<file path="src/rtl/bcd_seg_scan_pkg.sv">
// bcd_seg_scan_pkg
// Shared constants for the BCD display scanner.
//   SEG_BLANK  all segments off (active-low pattern)
//   SEG_DASH   only segment g lit, shown for non-BCD digit codes
//   SEG_0..9   active-low {g,f,e,d,c,b,a} patterns for decimal digits
//   is_bcd()   true when a 4-bit code is a legal decimal digit
package bcd_seg_scan_pkg;

  localparam logic [6:0] SEG_BLANK = 7'h7F;
  localparam logic [6:0] SEG_DASH  = 7'h3F;

  localparam logic [6:0] SEG_0 = 7'h40;
  localparam logic [6:0] SEG_1 = 7'h79;
  localparam logic [6:0] SEG_2 = 7'h24;
  localparam logic [6:0] SEG_3 = 7'h30;
  localparam logic [6:0] SEG_4 = 7'h19;
  localparam logic [6:0] SEG_5 = 7'h12;
  localparam logic [6:0] SEG_6 = 7'h02;
  localparam logic [6:0] SEG_7 = 7'h78;
  localparam logic [6:0] SEG_8 = 7'h00;
  localparam logic [6:0] SEG_9 = 7'h10;

  function automatic logic is_bcd(input logic [3:0] d);
    return (d <= 4'd9);
  endfunction

endpackage

</file>
<file path="src/rtl/bcd_seg_scan_if.sv">
// bcd_seg_scan_if
// Bundle between the counter cascade / board control and the display scanner.
//   bcd_in   [4*DIGITS] packed digits, bits [3:0] = least-significant digit
//   upd      snapshot strobe
//   blank_lz leading-zero blanking enable
//   dp_pos   [DIGITS] decimal point per digit
//   seg      [7] active-low segments {g,f,e,d,c,b,a}
//   dp       active-low decimal point
//   sel      [DIGITS] active-low digit enables
//   bcd_err  sticky non-BCD capture flag
// master = the side producing digits (cascade/bench), slave = the scanner.
interface bcd_seg_scan_if #(
  parameter int DIGITS = 4
);

  logic [4*DIGITS-1:0] bcd_in;
  logic                upd;
  logic                blank_lz;
  logic [DIGITS-1:0]   dp_pos;
  logic [6:0]          seg;
  logic                dp;
  logic [DIGITS-1:0]   sel;
  logic                bcd_err;

  modport master (
    output bcd_in, upd, blank_lz, dp_pos,
    input  seg, dp, sel, bcd_err
  );

  modport slave (
    input  bcd_in, upd, blank_lz, dp_pos,
    output seg, dp, sel, bcd_err
  );

endinterface

</file>
<file path="src/rtl/bcd_seg_scan_dec.sv">
// bcd_to_seg7
// Combinational BCD to common-anode 7-segment decoder.
//   bcd  [4] digit code
//   seg  [7] active-low {g,f,e,d,c,b,a}; codes 10..15 show a dash
module bcd_to_seg7
  import bcd_seg_scan_pkg::*;
(
  input  logic [3:0] bcd,
  output logic [6:0] seg
);

  always_comb begin
    seg = SEG_DASH;
    case (bcd)
      4'd0:    seg = SEG_0;
      4'd1:    seg = SEG_1;
      4'd2:    seg = SEG_2;
      4'd3:    seg = SEG_3;
      4'd4:    seg = SEG_4;
      4'd5:    seg = SEG_5;
      4'd6:    seg = SEG_6;
      4'd7:    seg = SEG_7;
      4'd8:    seg = SEG_8;
      4'd9:    seg = SEG_9;
      default: seg = SEG_DASH;
    endcase
  end

endmodule

</file>
<file path="src/rtl/bcd_seg_scan.sv">
// bcd_seg_scan
// Snapshots DIGITS packed BCD digits and time-multiplexes them onto a
// common-anode 7-segment display, one digit per SCAN_DIV clock slot.
// Features leading-zero blanking, per-digit decimal point and a sticky
// flag for captured non-BCD codes.
//   clk      system clock
//   rst      synchronous active-high reset (display dark, flag cleared)
//   bus      bcd_seg_scan_if.slave: bcd_in/upd/blank_lz/dp_pos in,
//            seg/dp/sel/bcd_err out (all outputs registered)
module bcd_seg_scan
  import bcd_seg_scan_pkg::*;
#(
  parameter int DIGITS   = 4,
  parameter int SCAN_DIV = 50000
) (
  input  logic          clk,
  input  logic          rst,
  bcd_seg_scan_if.slave bus
);

  localparam int IDX_W = (DIGITS > 1) ? $clog2(DIGITS) : 1;
  localparam int DIV_W = $clog2(SCAN_DIV);

  localparam logic [IDX_W-1:0] IDX_LAST = IDX_W'(DIGITS - 1);
  localparam logic [DIV_W-1:0] DIV_LAST = DIV_W'(SCAN_DIV - 1);

  logic [4*DIGITS-1:0] snap;
  logic [DIV_W-1:0]    div_cnt;
  logic [IDX_W-1:0]    idx;
  logic [IDX_W-1:0]    idx_nxt;
  logic                tick;

  logic [3:0]          dig_cur;
  logic                blank_cur;
  logic                dp_cur;
  logic                upd_bad;
  logic [6:0]          dec_seg;
  logic [6:0]          seg_nxt;
  logic [DIGITS-1:0]   sel_nxt;

  logic [6:0]          seg_p1;
  logic                dp_p1;
  logic [DIGITS-1:0]   sel_p1;
  logic                bcd_err_q;

  assign tick    = (div_cnt == DIV_LAST);
  assign idx_nxt = (idx == IDX_LAST) ? '0 : idx + 1'b1;

  // Select the digit that becomes visible at the coming tick and work out
  // whether it is a leading zero. A digit is a leading zero when it and every
  // more-significant digit are zero, i.e. the snapshot shifted down to it is
  // zero; non-BCD codes are non-zero so they are never blanked.
  always_comb begin
    dig_cur   = 4'd0;
    blank_cur = 1'b0;
    dp_cur    = 1'b0;
    upd_bad   = 1'b0;
    for (int i = 0; i < DIGITS; i++) begin
      if (idx_nxt == IDX_W'(i)) begin
        dig_cur   = snap[4*i +: 4];
        blank_cur = bus.blank_lz && (i != 0) && ((snap >> (4*i)) == '0);
        dp_cur    = bus.dp_pos[i];
      end
      if (!is_bcd(bus.bcd_in[4*i +: 4])) begin
        upd_bad = 1'b1;
      end
    end
  end

  bcd_to_seg7 u_dec (
    .bcd (dig_cur),
    .seg (dec_seg)
  );

  // Blanking removes segments only; the digit stays selected and its
  // decimal point still follows dp_pos.
  assign seg_nxt = blank_cur ? SEG_BLANK : dec_seg;
  assign sel_nxt = ~(DIGITS'(1) << idx_nxt);

  // ---- stage p1: snapshot, divider, index and pin registers ----
  // The scan decode reads snap before this edge, so an upd landing in a tick
  // cycle shows up from the following slot onwards.
  always_ff @(posedge clk) begin
    if (rst) begin
      snap      <= '0;
      div_cnt   <= '0;
      idx       <= '0;
      seg_p1    <= SEG_BLANK;
      dp_p1     <= 1'b1;
      sel_p1    <= '1;
      bcd_err_q <= 1'b0;
    end else begin
      if (bus.upd) begin
        snap <= bus.bcd_in;
        if (upd_bad) begin
          bcd_err_q <= 1'b1;
        end
      end
      div_cnt <= tick ? '0 : div_cnt + 1'b1;
      if (tick) begin
        idx    <= idx_nxt;
        seg_p1 <= seg_nxt;
        dp_p1  <= ~dp_cur;
        sel_p1 <= sel_nxt;
      end
    end
  end

  assign bus.seg     = seg_p1;
  assign bus.dp      = dp_p1;
  assign bus.sel     = sel_p1;
  assign bus.bcd_err = bcd_err_q;

endmodule

</file>
<file path="src/flat_wrapper.sv">
// flat-port wrapper written by rule: the top's interface ports become plain ports
module bcd_seg_scan_flat import bcd_seg_scan_pkg::*;
#(
  parameter int DIGITS   = 4,
  parameter int SCAN_DIV = 50000
)
  (clk, rst, bus_bcd_in, bus_upd, bus_blank_lz, bus_dp_pos, bus_seg, bus_dp, bus_sel, bus_bcd_err);
  bcd_seg_scan_if #(.DIGITS(DIGITS)) bus_i ();
  input  logic clk;
  input  logic rst;
  input wire logic [$bits(bus_i.bcd_in)-1:0] bus_bcd_in;
  input wire logic [$bits(bus_i.upd)-1:0] bus_upd;
  input wire logic [$bits(bus_i.blank_lz)-1:0] bus_blank_lz;
  input wire logic [$bits(bus_i.dp_pos)-1:0] bus_dp_pos;
  output wire logic [$bits(bus_i.seg)-1:0] bus_seg;
  output wire logic [$bits(bus_i.dp)-1:0] bus_dp;
  output wire logic [$bits(bus_i.sel)-1:0] bus_sel;
  output wire logic [$bits(bus_i.bcd_err)-1:0] bus_bcd_err;
  assign bus_i.bcd_in = bus_bcd_in;
  assign bus_i.upd = bus_upd;
  assign bus_i.blank_lz = bus_blank_lz;
  assign bus_i.dp_pos = bus_dp_pos;
  assign bus_seg = bus_i.seg;
  assign bus_dp = bus_i.dp;
  assign bus_sel = bus_i.sel;
  assign bus_bcd_err = bus_i.bcd_err;
  bcd_seg_scan #(.DIGITS(DIGITS), .SCAN_DIV(SCAN_DIV)) u_core (.clk(clk), .rst(rst), .bus(bus_i));
endmodule
</file>
<file path="config.mk">
export PLATFORM = sky130hd
export DESIGN_NAME = bcd_seg_scan_flat
export DESIGN_NICKNAME = d
export VERILOG_FILES = /design/src/rtl/bcd_seg_scan_pkg.sv /design/src/rtl/bcd_seg_scan_if.sv /design/src/rtl/bcd_seg_scan_dec.sv /design/src/rtl/bcd_seg_scan.sv /design/src/flat_wrapper.sv
export SDC_FILE = /design/constraint.sdc
export NUM_CORES = 1
export LEC_CHECK = 0
export BUFFER_PORTS_ARGS = -buffer_cell sky130_fd_sc_hd__buf_4
export CAP_MARGIN = 20
export CORE_ASPECT_RATIO = 1.2
export CORE_UTILIZATION = 37
export CTS_CLUSTER_SIZE = 24
export DETAILED_ROUTE_END_ITERATION = 8
export SYNTH_ARGS = -nofsm -noshare
export SYNTH_HDL_FRONTEND = slang
export SYNTH_SLANG_ARGS = --single-unit
</file>
<file path="constraint.sdc">
create_clock -name clk -period 3.7 [get_ports clk]
set_clock_uncertainty 0.05 [all_clocks]
set_input_delay 0.185 -clock clk [delete_from_list [all_inputs] [get_ports clk]]
set_output_delay 0.185 -clock clk [all_outputs]
set_load 0.02 [all_outputs]
</file>
* After elaboration in Yosys (flattened, before gate mapping)
Memory sizes are Yosys's and may differ from the RTL's.
Cells that the tools add are included.
W data, S select, Z words.
** Cells by class
- Add/subtract/negate cells :: 2
- $mul :: 0
- Div/mod/pow operators :: 0
- $lt $le $gt $ge :: 4
- Equality and inequality tests :: 5
- Shift-type cells :: 1
- Mux-type cells :: 17
- Bitwise gates (word level) :: 2
- Reductions and logical operators :: 9
** Operators with widths (count)
- $logic_not A16 Y1 :: 3
- $add A16 B1 Y16 const B :: 1
- $eq A16 B16 Y1 const B :: 1
- $le A4 B4 Y1 const B :: 4
- $mux W4 :: 4
- $mux W1 :: 11
- $mux W7 :: 1
- $eq A2 B2 Y1 const B :: 3
- $not A4 Y4 :: 1
- $shl A1 B2 Y4 const A :: 1
- $logic_and A1 B1 Y1 :: 3
- $add A2 B1 Y2 const B :: 1
- $eq A2 B1 Y1 const B :: 1
- $logic_not A2 Y1 :: 1
- $mux W2 :: 1
- $reduce_and A2 Y1 :: 1
- $reduce_or A2 Y1 :: 1
- $not A1 Y1 :: 1
** Storage, ports and cells
- Register bits after elaboration :: 47
- Latch bits :: 0
- Bits in writable memories :: 0
- Memory bits (read-only) :: 112
- Input bits :: 24
- Memories :: 1
** Memory list
- (name not given) :: depth 16, width 7, rd ports 1, clocked after Yosys merged registers in 0, write ports 0, line bcd_seg_scan_dec.sv:14 : case (bcd)

* Longest topological paths before layout
An unclocked memory read counts as a cell.
- Depth in word-level cells :: 9
- Depth in mapped cells :: 11

* By module
A second synthesis with hierarchy kept.
** Second synthesis, totals
- Cell total of the unflattened synthesis :: 271
- Area, all modules :: 2383.5 µm²
** Modules (own cells, without submodules)
- bcd_seg_scan :: times used 1, cells an instance 240, area an instance 2159.6 µm², seq. area each 940.9 µm²
- bcd_to_seg7 :: times used 1, cells an instance 31, area an instance 224.0 µm², seq. area each 0.0 µm²

* Worst setup path before layout
OpenSTA, ideal clock, no wires.
- Path kind :: register to register
- Start point :: reg u_core.idx[0]
- End point :: reg u_core.seg_p1[5] (netlist: u_core.bus.seg[5])
- Arrival time :: 1903 ps
- Data required time :: 3533 ps
- Setup slack :: 1630 ps
- Stages on the path, launching flop included :: 12
- Path buffers :: 2
- Period minus slack after synthesis :: 2070 ps
- Cells stage by stage :: dfxtp_1 inv_1 ha_1 buf_6 buf_6 nor3b_1 a221o_1 inv_1 ha_1 o21ai_1 a21oi_1 o22a_1
** On the way
- Cells in the longest elaborated chain, start to end :: 9
- Elaborated cells on any way between the ends :: 16
- Classes of those cells :: add/sub (1); eq/ne (4); mux (9); reduce/logical (1); memory (1)
** RTL lines
- start: declaration :: line bcd_seg_scan.sv:29 : logic [IDX_W-1:0] idx;
- start signal: assignment :: line bcd_seg_scan.sv:101 : idx <= idx_nxt;
- $add A2 B1 Y2 / $eq A2 B2 Y1 (equally long branches) :: line bcd_seg_scan.sv:47 : assign idx_nxt = (idx == IDX_LAST) ? '0 : idx + 1'b1;
- $mux W2 * :: line bcd_seg_scan.sv:47
- $logic_not A2 Y1 :: line bcd_seg_scan.sv:59 : if (idx_nxt == IDX_W'(i)) begin
- $mux W4 (4 in series) :: line bcd_seg_scan.sv:59
- $mem_v2 Z16 W7
- $mux W7 * :: line bcd_seg_scan.sv:77 : assign seg_nxt = blank_cur ? SEG_BLANK : dec_seg;
- end signal: assignment :: line bcd_seg_scan.sv:102 : seg_p1 <= seg_nxt;
- end: declaration :: line bcd_seg_scan.sv:41 : logic [6:0] seg_p1;
Mark *: on every way between the ends. The rest lies on a longest branch, timed or not.
A chain may end at the register's enable or synchronous reset.

* Worst setup path in the final report
Same ends and word-level chain as after synthesis.

==> results.md <==
- The layout cell share with drive strength beyond 1 is 0.1978.
- The synthesized instance count is 237.
- The total number of vias is around 1.7k.
- Broken down by cell family, the worst path's largest delay share belongs to compound AO/OA/AOI/OAI gates.
- Wires add up to 4233 µm.
- The count of unique library cells instantiated by Yosys is 41.
- The share of power burned in registers is 0.572.
- The depth of the critical timing path with buffers and inverters included is 9.
- The relative slew slack is 0.4584.
- The leading area contributor after synthesis is sky130_fd_sc_hd__dfxtp_1.
- The total overflow reported by the global router is 0.
- The number of warning messages in the yosys log is 0.
- After synthesis the cells add up to 0.002226 mm².
- The worst setup path is captured at a flop.
- Dividing the final minimum period by the clock period gives 0.6330.
- The largest fanout of any net on the critical path is 17.
- The type of element launching the critical path is a flop.
- Relative to the synthesized area, the layout overhead comes to 17.09%.
- After synthesis the netlist holds a flip-flop and latch count of 47.
- The number of top-level pins is 37.
- The tool flagged a number of max-cap violations equal to 0.
- The clock reaches the later pin of the worst-skew pair after 0.30 ns.
- The starting density of the core is 0.3876.
- After detailed routing, the average wire length per cell comes to 12.16 µm.
- The count of pins over their slew limit came to 0.
- The first-pass detailed-route iteration total is 4.
- The sum of buffers and inverters on the critical path is 2.
- The global-route usage over all layers is 0.1451.
- The power density relative to cell area is approximately 360 mW/mm².
- The critical path is of the reg2reg type.
- The startpoint of the most critical register-to-register path is u_core.idx[0].
- Counting the buffers created by CTS gives 5.
- The switching share of total power is 0.2323.
- For this run, asynchronously set or reset flops after synthesis account for 0.
- The hold violation total from the final report came to 0.
- The start point of the critical path is u_core.idx[0].
- The clock passes through at most 2 buffers.
- The share of power burned in the clock network is 0.333.
- The floorplan step defined a core boundary enclosing 0.005743 mm².
- TritonCTS built the clock tree.
- After detailed placement, the total cell area comes to 0.002519 mm².
- The width of the die is 72.81 µm.
- STA puts the critical path data required time at 3.84 ns.
- Setup violations remaining at the end of the flow were counted as 0.
- The detailed-placement wirelength estimate is 3155 µm.
- The predominant post-synthesis flop cell is sky130_fd_sc_hd__dfxtp_1.
- The endpoint identified for the worst register-to-register timing path is u_core.bus.seg[5].
- The number of synthesized flops with an enable pin is 0.
- The tightest min-delay check is of the in2reg type.
- The internal power of the cells totals 0.7106 mW.
- During placement, the flow inserted port buffers numbering 36.
- Clock tree synthesis found a total of between 40 and 50 sinks.
- Ranked by total cell area, the synthesized netlist is headed by sky130_fd_sc_hd__dfxtp_1, sky130_fd_sc_hd__mux2i_1, sky130_fd_sc_hd__nor2_1, sky130_fd_sc_hd__ha_1, sky130_fd_sc_hd__xor2_1.
- The final cell area excluding filler cells is 0.002606 mm².
- The non-filler instance count after layout is 348.
- For this design the static power due to leakage is 1.110 nW.
- The minimum setup slack among reg-to-reg paths is 1.36 ns.
- The die covers 0.006331 mm².
- The share of the Yosys chip area taken by registers is 0.4227.
- The number of design rule violations left after detail routing is 0.
- The via count of the first global-routing pass is around 1.6k.
- The cell sitting at the root of the clock tree is a sky130_fd_sc_hd__clkbuf_8.
- The number of nets in the synthesized netlist is 267.
- Summed over all failing endpoints, the final setup total negative slack is 0 ns.
- After the first detailed-routing iteration, the DRC count stood at 43.
- The clock input transition at the sequential cells of the worst setup and hold paths is 0.08 ns.
- The count of inserted antenna diode cells is 0.
- The H-tree was split into 2 levels.
- The number of antenna violations at the first check in global routing is 0.
- Setup repair after global routing left no endpoint under its margin.
- The share of synthesized area in the top cell type comes to 0.4227.
- The site row count is 30.
- The slew at the pin closest to its max-slew limit is 0.8124 ns.
- The signal on the critical path passes through inv_1 > ha_1 > a211oi_1 > a221o_1 > inv_1 > ha_1 > o21ai_1 > a21oi_1 > o22a_1.
- The average instance area after synthesis is 9.392 µm².
- The number of placed instances, taps included, is 341.
- Of the total power, combinational logic draws 0.095.
- Buffers inserted to repair hold after CTS numbered 0.
- Once detail routing completed, the nets flagged for antenna violations numbered 0.
- The first global-routing pass estimated 7169 µm of wire.
- The worst setup path endpoint is u_core.bus.seg[5].
- The net switching component of the power is 0.2151 mW.
- The final estimated routing congestion in global placement is 0.7925.
- Post-CTS repair changed the size of 0 cells.
- Using the TritonRoute via totals, the vias-per-cell ratio works out to roughly 4.8.
- The number of setup buffers added after CTS is 0.
- The worst voltage drop across the vdd grid is between 150 and 200 µV.
- For this run, the slowest stage of the critical path takes 0.40 ns.
- The die height is 86.97 µm.
- The final net count is 298.
- For this design, the slowest cell found on the critical path is sky130_fd_sc_hd__dfxtp_1.
- Data arrives at the worst endpoint at between 2 and 2.5 ns.
- Subtracting the final worst setup slack from the clock period gives about 2.3 ns.
- The flow ran to the end, and the final reports show no timing, DRC or antenna violations.
- The pin count of the biggest net entering global routing is 28.
- The maximum clock rate is around 430 MHz.
- The worst-case reg-to-reg path depth is 9.
[metrics by stage]
| stage | utilization | hold WS, ns | total power [mW] | setup slack, ns |
|---|---|---|---|---|
| after global routing | 0.4538 | 0.07438 | 0.9729 | 1.142 |
| after detailed placement | 0.4386 | 0.3770 | 0.6301 | 1.380 |
| final | 0.4538 | 0.06454 | 0.9257 | 1.358 |
| after floorplan | - | 0.2822 | 0.5981 | 1.630 |
| after CTS | 0.4538 | 0.05788 | 0.9425 | 1.363 |
| after global placement | 0.4386 | 0.3694 | 0.6297 | 1.467 |
[logic make-up (layout without fill, tap and decap cells)]
kind of cell               count (synthesis)  in the layout  share of synthesized area
AOI/OAI and AO/OA                         39             39                     0.1360
xor gates and xnor gates                  15             15                    0.05902
adders and majority gates                  6              6                    0.03373
buffers and inverters                     21             52                    0.05171
DFF                                       47             47                     0.4227
muxes                                     17             17                    0.07645
and+or+nand+nor                           92             92                     0.2204
[power groups by stage]
stage               Sequential, mW  Clock (mW)  Combinational, mW
floorplan                    0.540           0             0.0584
global placement             0.542           0             0.0874
finish                       0.530       0.308             0.0876
global route                 0.532       0.343             0.0975
detailed placement           0.542           0             0.0881
CTS                          0.530       0.324             0.0883
[final cells by class]
| class | count | area, µm² |
|---|---|---|
| fill | 574 | 3137 |
| multi-input combinational | 169 | 1170 |
| sequential | 47 | 940.9 |
| timing repair buffer | 37 | 277.8 |
| tap | 80 | 100.1 |
| clock buffer | 6 | 82.58 |
| inverter | 8 | 30.03 |
| clock inverter | 1 | 5.005 |
[worst min path at each step]
stage,startpoint,end,slack (ns),depth (start not counted)
after floorplan,bus_bcd_in[0],u_core.snap[0],0.28,2
after global placement,bus_bcd_in[4],u_core.snap[4],0.37,3
after detailed placement,bus_bcd_in[0],u_core.snap[0],0.38,3
after CTS,bus_bcd_in[0],u_core.snap[0],0.06,3
after global routing,bus_bcd_in[14],u_core.snap[14],0.07,3
final,bus_bcd_in[4],u_core.snap[4],0.06,3
[cell usage after synthesis, types with 5 or more instances]
master / number
sky130_fd_sc_hd__ha_1: 6
sky130_fd_sc_hd__and3_1: 5
sky130_fd_sc_hd__buf_2: 5
sky130_fd_sc_hd__nand3_1: 6
sky130_fd_sc_hd__inv_1: 8
sky130_fd_sc_hd__dfxtp_1: 47
sky130_fd_sc_hd__a211o_1: 6
sky130_fd_sc_hd__xor2_1: 8
sky130_fd_sc_hd__nand2_1: 7
sky130_fd_sc_hd__mux2i_1: 17
sky130_fd_sc_hd__nor2_1: 45
sky130_fd_sc_hd__a21oi_1: 8
sky130_fd_sc_hd__xnor2_1: 7
sky130_fd_sc_hd__o21ai_0: 5
[flip-flops by register name, indices dropped and copies added (netlist names)]
register,cells
u_core.div_cnt,16
u_core.bus.dp,1
u_core.snap,16
u_core.bus.sel,4
u_core.bus.bcd_err,1
u_core.idx,2
u_core.bus.seg,7
[layout by cell type, fill, tap and decap left out, types with 4 or more instances in the layout]
cell / n
sky130_fd_sc_hd__buf_4: 37
sky130_fd_sc_hd__xnor2_1: 7
sky130_fd_sc_hd__ha_1: 6
sky130_fd_sc_hd__xor2_1: 8
sky130_fd_sc_hd__dfxtp_1: 47
sky130_fd_sc_hd__o21ai_0: 5
sky130_fd_sc_hd__mux2i_1: 17
sky130_fd_sc_hd__a211oi_1: 4
sky130_fd_sc_hd__a211o_1: 6
sky130_fd_sc_hd__nor2_1: 45
sky130_fd_sc_hd__and3_1: 5
sky130_fd_sc_hd__nand3b_1: 4
sky130_fd_sc_hd__nand3_1: 6
sky130_fd_sc_hd__nand4_1: 4
sky130_fd_sc_hd__clkbuf_8: 6
sky130_fd_sc_hd__nand2_1: 7
sky130_fd_sc_hd__nor3b_1: 4
sky130_fd_sc_hd__a21oi_1: 8
sky130_fd_sc_hd__inv_1: 8
[layer usage]
layer / GRT usage / wire length, µm / up-vias
met5: 0 / 0 / -
met4: 0.06061 / 71 / 0
met3: 0.03588 / 128 / 6
met2: 0.2404 / 2034 / 25
met1: 0.1783 / 1998 / 766
li1: - / - / 886
[worst reg2reg max path, stage by stage (launching register included)]
cell	delay (ns)
sky130_fd_sc_hd__dfxtp_1	0.40
sky130_fd_sc_hd__inv_1	0.09
sky130_fd_sc_hd__ha_1	0.40
sky130_fd_sc_hd__a211oi_1	0.27
sky130_fd_sc_hd__a221o_1	0.29
sky130_fd_sc_hd__inv_1	0.11
sky130_fd_sc_hd__ha_1	0.21
sky130_fd_sc_hd__o21ai_1	0.18
sky130_fd_sc_hd__a21oi_1	0.07
sky130_fd_sc_hd__o22a_1	0.17
Power figures use the tool's default switching activity.
